`config.mk`:
```
export PLATFORM = sky130hd
export DESIGN_NAME = div_43s_18s_seq
export DESIGN_NICKNAME = d
export VERILOG_FILES = /design/src/rtl/div_43s_18s_seq.sv
export SDC_FILE = /design/constraint.sdc
export NUM_CORES = 1
export LEC_CHECK = 0
export CORE_ASPECT_RATIO = 0.7
export CORE_MARGIN = 2
export CORE_UTILIZATION = 56
export CTS_CLUSTER_SIZE = 8
export DETAILED_ROUTE_END_ITERATION = 8
export PLACE_DENSITY = 0.86
export SYNTH_ARGS = -nofsm -noshare
export SYNTH_HDL_FRONTEND = slang
export SYNTH_SLANG_ARGS = --single-unit
export TNS_END_PERCENT = 100
```
`constraint.sdc`:
```
create_clock -name clk -period 3.6 [get_ports clk]
set_input_delay 1.08 -clock clk [delete_from_list [all_inputs] [get_ports clk]]
set_output_delay 1.08 -clock clk [all_outputs]
set_load 0.05 [all_outputs]
```
`src/rtl/div_43s_18s_seq.sv`:
```
// Sequential signed divider: restoring radix-2, one quotient bit per cycle.
// Recovers the 25-bit multiplicand from a 43-bit product and its 18-bit multiplier.
module div_43s_18s_seq #(
  parameter int NW = 43,
  parameter int DW = 18,
  parameter int QW = 25
) (
  input  logic          clk,
  input  logic          rst_n,
  input  logic          in_valid,
  output logic          in_ready,
  input  logic [NW-1:0] N,
  input  logic [DW-1:0] D,
  output logic          out_valid,
  input  logic          out_ready,
  output logic [QW-1:0] Q,
  output logic [DW-1:0] R,
  output logic          ovf,
  output logic          div0,
  output logic [1:0]    dbg_state
);
  // Handshakes: a transfer happens on a rising edge where valid && ready;
  // in_ready/out_valid are decoded from state only, never from the inputs.
  localparam int CW = $clog2(NW);
  localparam logic [NW-1:0] QLIM = NW'(1) << (QW - 1);

  typedef enum logic [1:0] {IDLE, CALC, FIX, DONE} state_t;
  state_t state, state_nx;

  logic [CW-1:0] cnt;
  logic [NW-1:0] nm;      // dividend magnitude, replaced by quotient bits as it shifts
  logic [DW:0]   dm;
  logic [DW-1:0] rem;
  logic          sn, sd;

  logic [DW:0]   rem_sh;
  logic          ge;
  logic [DW-1:0] rem_nx;
  logic          neg, ovf_c;
  logic [QW-1:0] q_c;
  logic [DW-1:0] r_c;

  assign in_ready  = (state == IDLE);
  assign out_valid = (state == DONE);
  assign dbg_state = state;

  always_ff @(posedge clk or negedge rst_n) begin
    if (!rst_n) state <= IDLE;
    else        state <= state_nx;
  end

  always_comb begin
    state_nx = state;
    case (state)
      IDLE: if (in_valid)         state_nx = CALC;
      CALC: if (cnt == '0)        state_nx = FIX;
      FIX:                        state_nx = DONE;
      DONE: if (out_ready)        state_nx = IDLE;
      default:                    state_nx = IDLE;
    endcase
  end

  always_comb begin
    rem_sh = {rem, nm[NW-1]};
    ge     = (rem_sh >= dm);
    rem_nx = ge ? DW'(rem_sh - dm) : rem_sh[DW-1:0];
  end

  // Negative quotients may reach -2^(QW-1); positive ones stop one short.
  always_comb begin
    neg   = sn ^ sd;
    ovf_c = neg ? (nm > QLIM) : (nm >= QLIM);
    q_c   = neg ? -nm[QW-1:0] : nm[QW-1:0];
    if (ovf_c) q_c = neg ? {1'b1, {(QW-1){1'b0}}} : {1'b0, {(QW-1){1'b1}}};
    r_c   = sn ? -rem : rem;
  end

  always_ff @(posedge clk or negedge rst_n) begin
    if (!rst_n) begin
      cnt  <= '0;
      nm   <= '0;
      dm   <= '0;
      rem  <= '0;
      sn   <= 1'b0;
      sd   <= 1'b0;
      Q    <= '0;
      R    <= '0;
      ovf  <= 1'b0;
      div0 <= 1'b0;
    end else begin
      case (state)
        IDLE: if (in_valid) begin
          sn  <= N[NW-1];
          sd  <= D[DW-1];
          nm  <= N[NW-1] ? -N : N;
          dm  <= D[DW-1] ? -{D[DW-1], D} : {1'b0, D};
          rem <= '0;
          cnt <= CW'(NW - 1);
        end
        CALC: begin
          rem <= rem_nx;
          nm  <= {nm[NW-2:0], ge};
          cnt <= cnt - 1'b1;
        end
        FIX: begin
          // A zero divisor still ran the full loop; its garbage is discarded here.
          if (dm == '0) begin
            Q    <= '0;
            R    <= '0;
            ovf  <= 1'b0;
            div0 <= 1'b1;
          end else begin
            Q    <= q_c;
            R    <= r_c;
            ovf  <= ovf_c;
            div0 <= 1'b0;
          end
        end
        default: ;
      endcase
    end
  end
endmodule

```
# Word level (Yosys, flattened, before mapping)
# Index checks and enable logic that the tools add are counted.
[op_classes] n_mux=22 order_cmp=3 div_mod_pow=0 bitwise=1 mul=0 n_eq_ne=6 n_shift=0 n_reduce_logical=7 n_addsub=6
[op_table] op="two-way mux 25 bit" n=4
[op_table] op="two-way mux 43 bit" n=2
[op_table] op="one-hot mux 43 bit (2 select lines)" n=1
[op_table] op="two-way mux 18 bit" n=4
[op_table] op=">= comparator 43 x 25 -> 1 bit, second input constant" n=1
[op_table] op="> comparator 43 x 25 -> 1 bit, second input constant" n=1
[op_table] op="negator 43 bit" n=1
[op_table] op="one-hot mux 18 bit (2 select lines)" n=1
[op_table] op="negator 25 bit" n=1
[op_table] op=">= comparator 19 bit" n=1
[op_table] op="zero test 19 bit" n=1
[op_table] op="two-way mux 19 bit" n=1
[op_table] op="negator 19 bit" n=1
[op_table] op="negator 18 bit" n=1
[op_table] op="subtractor 18 bit" n=1
[op_table] op="one-hot mux 6 bit (2 select lines)" n=1
[op_table] op="one-hot mux 2 bit (4 select lines)" n=1
[op_table] op="zero test 6 bit" n=1
[op_table] op="two-way mux 2 bit" n=3
[op_table] op="two-way mux 6 bit" n=1
[op_table] op="subtractor 6 x 1 -> 6 bit, second input constant" n=1
[op_table] op="== test 2 bit, second input constant" n=2
[op_table] op="inequality test 2 bit, second input constant" n=2
[op_table] op="AND reduction 2 bit" n=2
[op_table] op="other kinds (7)" n=9
[totals] latchBits=0 rom_bits=0 mem_bits_rw=0 wordCells=56 regBits=135 memories=0

# Depth between registers and ports, before layout
# Gate-level depths: netlist of run 1.
[logic_depth] depth_word=4 ltp_mapped=12 ltp_nobuf=11

# Worst setup path before layout of run 1
# OpenSTA, ideal clock, no wires.
[synth_path] path_kind="input-to-reg" from="input port N[5]" to="register nm[28]" slack_ns=0.357 stages=8 setup_time_ns=0.129 required_time_ns=3.471 arrival_time_ns=3.114 cell_sequence="or4_4 > nor2_4 > nand4_2 > or4_4 > or3_4 > o41ai_4 > xor2_1 > o21ai_1"
[synth_between] elab_chain_cells=4
[synth_rtl] element="start: declaration" line_no="12" rtl="input logic [NW-1:0] N,"
[synth_rtl] element="negator 43 bit" line_no="95" rtl="nm <= N[NW-1] ? -N : N;"
[synth_rtl] element="two-way mux 43 bit" line_no="95"
[synth_rtl] element="two-way mux 43 bit" line_no="92" rtl="IDLE: if (in_valid) begin"
[synth_rtl] element="one-hot mux 43 bit (2 select lines)" line_no="91" rtl="case (state)"
[synth_rtl] element="end signal: assignment" line_no="95"
[synth_rtl] element="end signal: assignment" line_no="102" rtl="nm <= {nm[NW-2:0], ge};"
[synth_rtl] element="end: declaration" line_no="31" rtl="logic [NW-1:0] nm;"
# No other way between the ends. The select of a mux whose other input is x is not followed.
# A chain may end at the register's enable or synchronous reset.

# Worst setup path after layout of run 1
# Same ends and word-level chain as after synthesis.

==> results of run 1 <==
-- metal layers --
layer | up-vias | track usage
li1 | 3856 | -
met1 | 3829 | 0.428
met2 | 405 | 0.409
met3 | 25 | 0.0697
met4 | 0 | 0.0794
met5 | - | 0
-- cells by family after synthesis --
group           count (synthesis)
compound gates                332
simple gates                  230
buf+inv                       141
flops                         135
xor+xnor                      113
fa+ha+maj                      30
mux                            21
-- worst paths after layout --
path	from	end	slack, ns
min in group asynchronous	rst_n	R[9]$_DFFE_PN0P_	0.68
setup / recovery	N[5]	nm[28]$_DFFE_PN0P_	0.30
hold reg to reg	div0$_DFFE_PN0P_	div0$_DFFE_PN0P_	0.51
setup reg to reg	rem[3]$_DFFE_PN0P_	rem[8]$_DFFE_PN0P_	0.39
hold / removal	div0$_DFFE_PN0P_	div0$_DFFE_PN0P_	0.51
max in group asynchronous	rst_n	dm[9]$_DFFE_PN0P_	2.12
-- Yosys cell counts (2+ instances only) --
library cell and number:
o21ai_0 150, dfrtp_1 135, inv_1 88, xor2_1 84, nand2_1 79, clkbuf_1 45, a21oi_1 44, nor2_1 41
a22oi_1 33, o22ai_1 30, ha_1 29, xnor2_1 29, o31ai_1 21, nor3_1 20, mux2i_1 18, nor4_1 18
nand3_1 15, o41ai_1 9, o211ai_1 8, nand4_1 7, or4_1 7, a21o_1 6, a31oi_1 6, nand2b_1 6
nor2b_1 6, or3_1 6, and3_1 5, buf_1 5, a211oi_1 3, a22o_1 3, mux2_2 3, nand3b_1 3
nor3b_1 3, o21a_1 3, o311ai_0 3, and2_1 2, buf_2 2, o21ai_1 2, or4_4 2
-- final cells by class --
type	instances	area, um2	share of cell area
clock buffer	18	429	0.0396
clock inverter	14	143	0.0132
inverter	89	334	0.0308
multi-input combinational	726	4780	0.441
sequential	135	3380	0.312
tap	195	244	0.0225
timing repair buffer	163	1530	0.141
-- where the power goes --
| part | leakage (nW) | internal (W) | switching [W] |
|---|---|---|---|
| registers | 1.71 | 0.00218 | 0.000688 |
| clock network | 0.269 | 0.000970 | 0.000719 |
| logic | 2.76 | 0.00242 | 0.00388 |
| total | 4.74 | 0.00557 | 0.00528 |
-- stage by stage --
step | util | setup slack (ns) | total power (W)
floorplan | - | 0.357 | 0.00719
global placement | 0.689 | -0.0848 | 0.00880
detailed placement | 0.689 | -0.157 | 0.00900
CTS | 0.727 | 0.300 | 0.0108
global route | 0.727 | 0.175 | 0.0116
finish | 0.727 | 0.300 | 0.0108
-- registers in the layout, summed over array words and instances, names as in the netlist --
signal and count:
R 18, cnt 6, div0 1, rem 18
sd 1, nm 43, sn 1, dm 19
Q 25, dbg_state 2, ovf 1
==> run metrics, run 1 <==
WHS Path Cells=1; clk buf depth=2; chip width=153 um; final setup fails=0; share of layout cells above drive strength 1=0.0856; YS warnings=0; Area growth syn-to-layout=25.2%; vias in the first global route=7436; initial core utilization=0.581; top layer in use=met4; P_leak=4.74 nW; hold_ws=0.505 ns; critical-path maximum fanout=3; post-synthesis adder-cell area fraction=0.0442; VDD IR max=0.743 mV; status=finished, final reports clean; Syn Area/Cell=8.64 um2; Main synth FF type=dfrtp_1; nets=1227; Critical Path Stages=9; IO Pins=114; largest stage delay on the critical path=0.56 ns; commonest non-fill, non-tap cell in the layout=o21ai_0; clock slew at reported path FFs=0.07 ns; Tcrit/Tclk final=0.917; setup_tns=0 ns; Synth top area share=0.390; core area=14900 um2; Hold Vio Cnt, Final=0; Die H=108 um; critical path endpoint category=flip-flop; DP HPWL=17100 um; final non-filler cell total=1340; total CTS buffers=17; Final Max Slew Viols=0; DRT iter0 DRCs=750; global-route wire length before repair=37800 um; CTS tree=yes; Peak Freq=303 MHz; post-synthesis mux area share=0.0247; largest net degree at the start of global routing=63; Clk Latency, worst-skew pair=0.42 ns; critical path class=input port to flip-flop; metal2 WL=9890 um; Worst-Margin Slew=1.02 ns; sequential fraction of the synthesis area=0.390; DRC viols=0; Most common cell on crit path=or4_4; worst path cell trace=clkdlybuf4s50_1, or4_4, nor2_4, nand4_2, or4_4, or3_4, o41ai_4, xor2_1, o21ai_1; syn nets=1097; FF-to-FF path depth=10; 1st-pass router iterations=5; Syn Inst Count=1002; Worst path top cell family by delay=simple AND/OR/NAND/NOR gates; min-delay worst type=flip-flop to flip-flop; antenna fix cells=0; Synth cell types=62; ANT nets after route=0; main combinational cell family by area after synthesis=compound AO/OA/AOI/OAI gates; compound-cell area share of the yosys netlist=0.232; final WL=23500 um; clock sink count=135; placed cells=1308; initial antenna violation count=0; Post-synth EDFFs=0; FP Rows=37; wire per inst=17.5 um; RSZ-0062 raised after global routing=no; Critical path buffers and inverters=1; Post-synth ARST share=1.00; CTS-repair resized insts=0; cts hold-fix bufs=0; post-route cell area=10800 um2; wl on met1=10900 um; CP arrival=3.60 ns; GRT Util Overall=0.285; maxcap violations=0; P per Cell Area=1000 nW/um2; H-tree depth=4; Critical Path RT=3.90 ns; count of input and output buffers=113; Final Critical Period=3.30 ns; vias per inst=6.06; most frequent cells in the layout=o21ai_0 (149), dfrtp_1 (135), clkdlybuf4s50_1 (112), inv_1 (88), xor2_1 (84); ranking of synthesized cells by area=dfrtp_1 (39%), o21ai_0 (8.7%), xor2_1 (8.5%), ha_1 (4.2%), inv_1 (3.8%); worst rel slew slack=0.319; CP max-delay cell=or4_4; Cell Area, Synth=8660 um2; GP Congestion=0.980; startpoint types=input port; met3 wire length=2410 um; clock root buffer=clkbuf_16; DP Area=10300 um2; Fillers=1102; simple-gate share of the synthesized area=0.133; Seq cells post-synth=135; # Post-CTS Setup Buffers=0; total congestion overflow=0; Die Area=16500 um2; xor-xnor portion of the synthesized cell area=0.114; routed via count=8115; post-synth top area cell=dfrtp_1; skew final=0.00787 ns
No activity file was read; power rests on OpenSTA's default activity.
==> inputs of run 2 (changes only) <==
CORE_ASPECT_RATIO = 0.8   (was 0.7)
GPL_ROUTABILITY_DRIVEN = 0   (was unset)
==> run 2 against run 1 <==
Compared with the run above:
- fmax down 2.5%
- total power about the same
- sequential power about the same
- non-clock buffer count down 2
- sequential cell count unchanged
- critical path depth unchanged
==> run metrics, run 2 (synthesized netlist as in run 1, its figures left out) <==
FP Rows=40 (+8.1%); DP HPWL=16700 um (-2.4%); hold_sp=div0$_DFFE_PN0P_; final setup fails=0 (unchanged); CP arrival=3.68 ns (+0.08 ns); largest register by flop count=nm; antenna fix cells=0 (unchanged); WHS Path Cells=1 (unchanged); biggest regs=nm x43, Q x25, dm x19; VDD IR max=0.842 mV (+13%); Clk Latency, worst-skew pair=0.43 ns (about the same); cts hold-fix bufs=0 (unchanged); clock slew at reported path FFs=0.06 ns (about the same); count of input and output buffers=113 (unchanged); wire per inst=17.1 um (-2.5%); R2R Path Start=nm[42]$_DFFE_PN0P_; Critical Path RT=3.90 ns (about the same); R2R Setup Slk=0.59 ns (+0.20 ns); worst path cell trace=clkdlybuf4s50_1, or4_4, nor2_4, nand4_2, or4_4, or3_4, o21ai_0, xor2_1, o21ai_0; GRT Util Overall=0.290 (+0.00496); IO Pins=114 (unchanged); status=finished, final reports clean; maxcap violations=0 (unchanged); final WL=23100 um (-1.5%); CTS tree=yes; dpl ws=-0.140 ns (+0.0174 ns); routed via count=8167 (+0.64%); DRC viols=0 (unchanged); Final Critical Period=3.38 ns (+0.0844 ns); Final Max Slew Viols=0 (unchanged); setup_tns=0 ns (unchanged); max FFs per register=43 (unchanged); most frequent cells in the layout=o21ai_0 (149), dfrtp_1 (135), clkdlybuf4s50_1 (112), inv_1 (88), xor2_1 (84); P per Cell Area=999 nW/um2 (-0.19%); critical-path maximum fanout=3 (unchanged); P_leak=4.74 nW (+0.10%); worst rel slew slack=0.287 (-0.0314); final non-filler cell total=1353 (+0.97%); Tcrit/Tclk final=0.940 (+0.0234); skew final=0.00925 ns (+0.00138 ns); largest net degree at the start of global routing=57 (-9.5%); CP max-delay cell=or4_4; Area growth syn-to-layout=25.4%; Die H=115 um (+6.6%); min-delay worst type=flip-flop to flip-flop; initial antenna violation count=0 (unchanged); hold_ws=0.485 ns (-0.0206 ns); WHS Endpoint=div0$_DFFE_PN0P_; Die Area=16500 um2 (about the same); Worst-Margin Slew=1.06 ns (+0.0469 ns); core area=15100 um2 (+1.1%); vias in the first global route=7531 (+1.3%); total congestion overflow=0 (unchanged); DRT iter0 DRCs=864 (+15%); FF-to-FF path depth=11 (+1); clk buf depth=2 (unchanged); global-route wire length before repair=38000 um (+0.64%); Peak Freq=296 MHz (-2.5%); Hold Vio Cnt, Final=0 (unchanged); startpoint types=input port; nets=1225 (-0.16%); clock root buffer=clkbuf_16; worst r2r dst=rem[14]$_DFFE_PN0P_; final setup margin=0.216 ns (-0.0844 ns); largest stage delay on the critical path=0.58 ns (+0.02 ns); critical path class=input port to flip-flop; share of layout cells above drive strength 1=0.0840 (-0.00160); 1st-pass router iterations=5 (unchanged); placed cells=1321 (+0.99%); ANT nets after route=0 (unchanged); critical path endpoint category=flip-flop; vias per inst=6.04 (-0.33%); # Post-CTS Setup Buffers=0 (unchanged); commonest non-fill, non-tap cell in the layout=o21ai_0; RSZ-0062 raised after global routing=no; Fillers=1108 (+0.54%); clock sink count=135 (unchanged); initial core utilization=0.575 (-0.00608); CTS-repair resized insts=0 (unchanged); H-tree depth=4 (unchanged); chip width=143 um (-6.3%); total CTS buffers=17 (unchanged)
## run 2: cell types whose count changed in the layout (fill, tap and decap cells not counted), sizes merged
cell / delta
buf: -2
inv: -2
clkinv: +1
clkinvlp: -1
bufinv: +2
## run 2: metal layers
layer / track usage / vias up / wire length (um)
li1: - / 3845 / -
met1: 0.428 / 3877 / 10400
met2: 0.440 / 410 / 10300
met3: 0.0516 / 35 / 2090
met4: 0.0818 / 0 / 348
met5: 0 / - / 0
## run 2: area by class of cell
type | count | area (um2) | share of cell area
clock buffer | 18 | 429 | 0.0395
timing repair buffer | 161 | 1500 | 0.138
inverter | 89 | 334 | 0.0308
sequential | 135 | 3380 | 0.311
clock inverter | 14 | 174 | 0.0160
multi-input combinational | 726 | 4780 | 0.440
tap | 210 | 263 | 0.0242
## run 2: worst max path at each step
stage / slack [ns] / cells past startpoint / endpoint / from
3_3_place_gp: -0.07 / 9 / nm[28]$_DFFE_PN0P_ / N[5]
3_5_place_dp: -0.14 / 9 / nm[30]$_DFFE_PN0P_ / N[5]
2_1_floorplan: 0.36 / 8 / nm[28]$_DFFE_PN0P_ / N[5]
4_1_cts: 0.28 / 9 / nm[26]$_DFFE_PN0P_ / N[5]
5_1_grt: 0.14 / 9 / nm[26]$_DFFE_PN0P_ / N[5]
6_report: 0.22 / 9 / nm[26]$_DFFE_PN0P_ / N[5]
## run 2: report_power, final
| part | leakage (nW) | switching, W | internal, W |
|---|---|---|---|
| registers | 1.71 | 0.000697 | 0.00218 |
| logic | 2.75 | 0.00381 | 0.00239 |
| clock network | 0.289 | 0.000677 | 0.00109 |
## run 2: worst max-delay path, delay by kind of cell
kind	cells	cell delay, ns
compound gates	2	0.35
xor+xnor	1	0.21
buf+inv	1	0.43
simple gates	5	1.62
## run 2: metrics by stage
step                 util  area, um2  total power, W
floorplan               -       8660         0.00719
global placement    0.681      10300         0.00873
detailed placement  0.681      10300         0.00894
CTS                 0.721      10900          0.0108
global route        0.721      10900          0.0116
finish              0.721      10900          0.0109
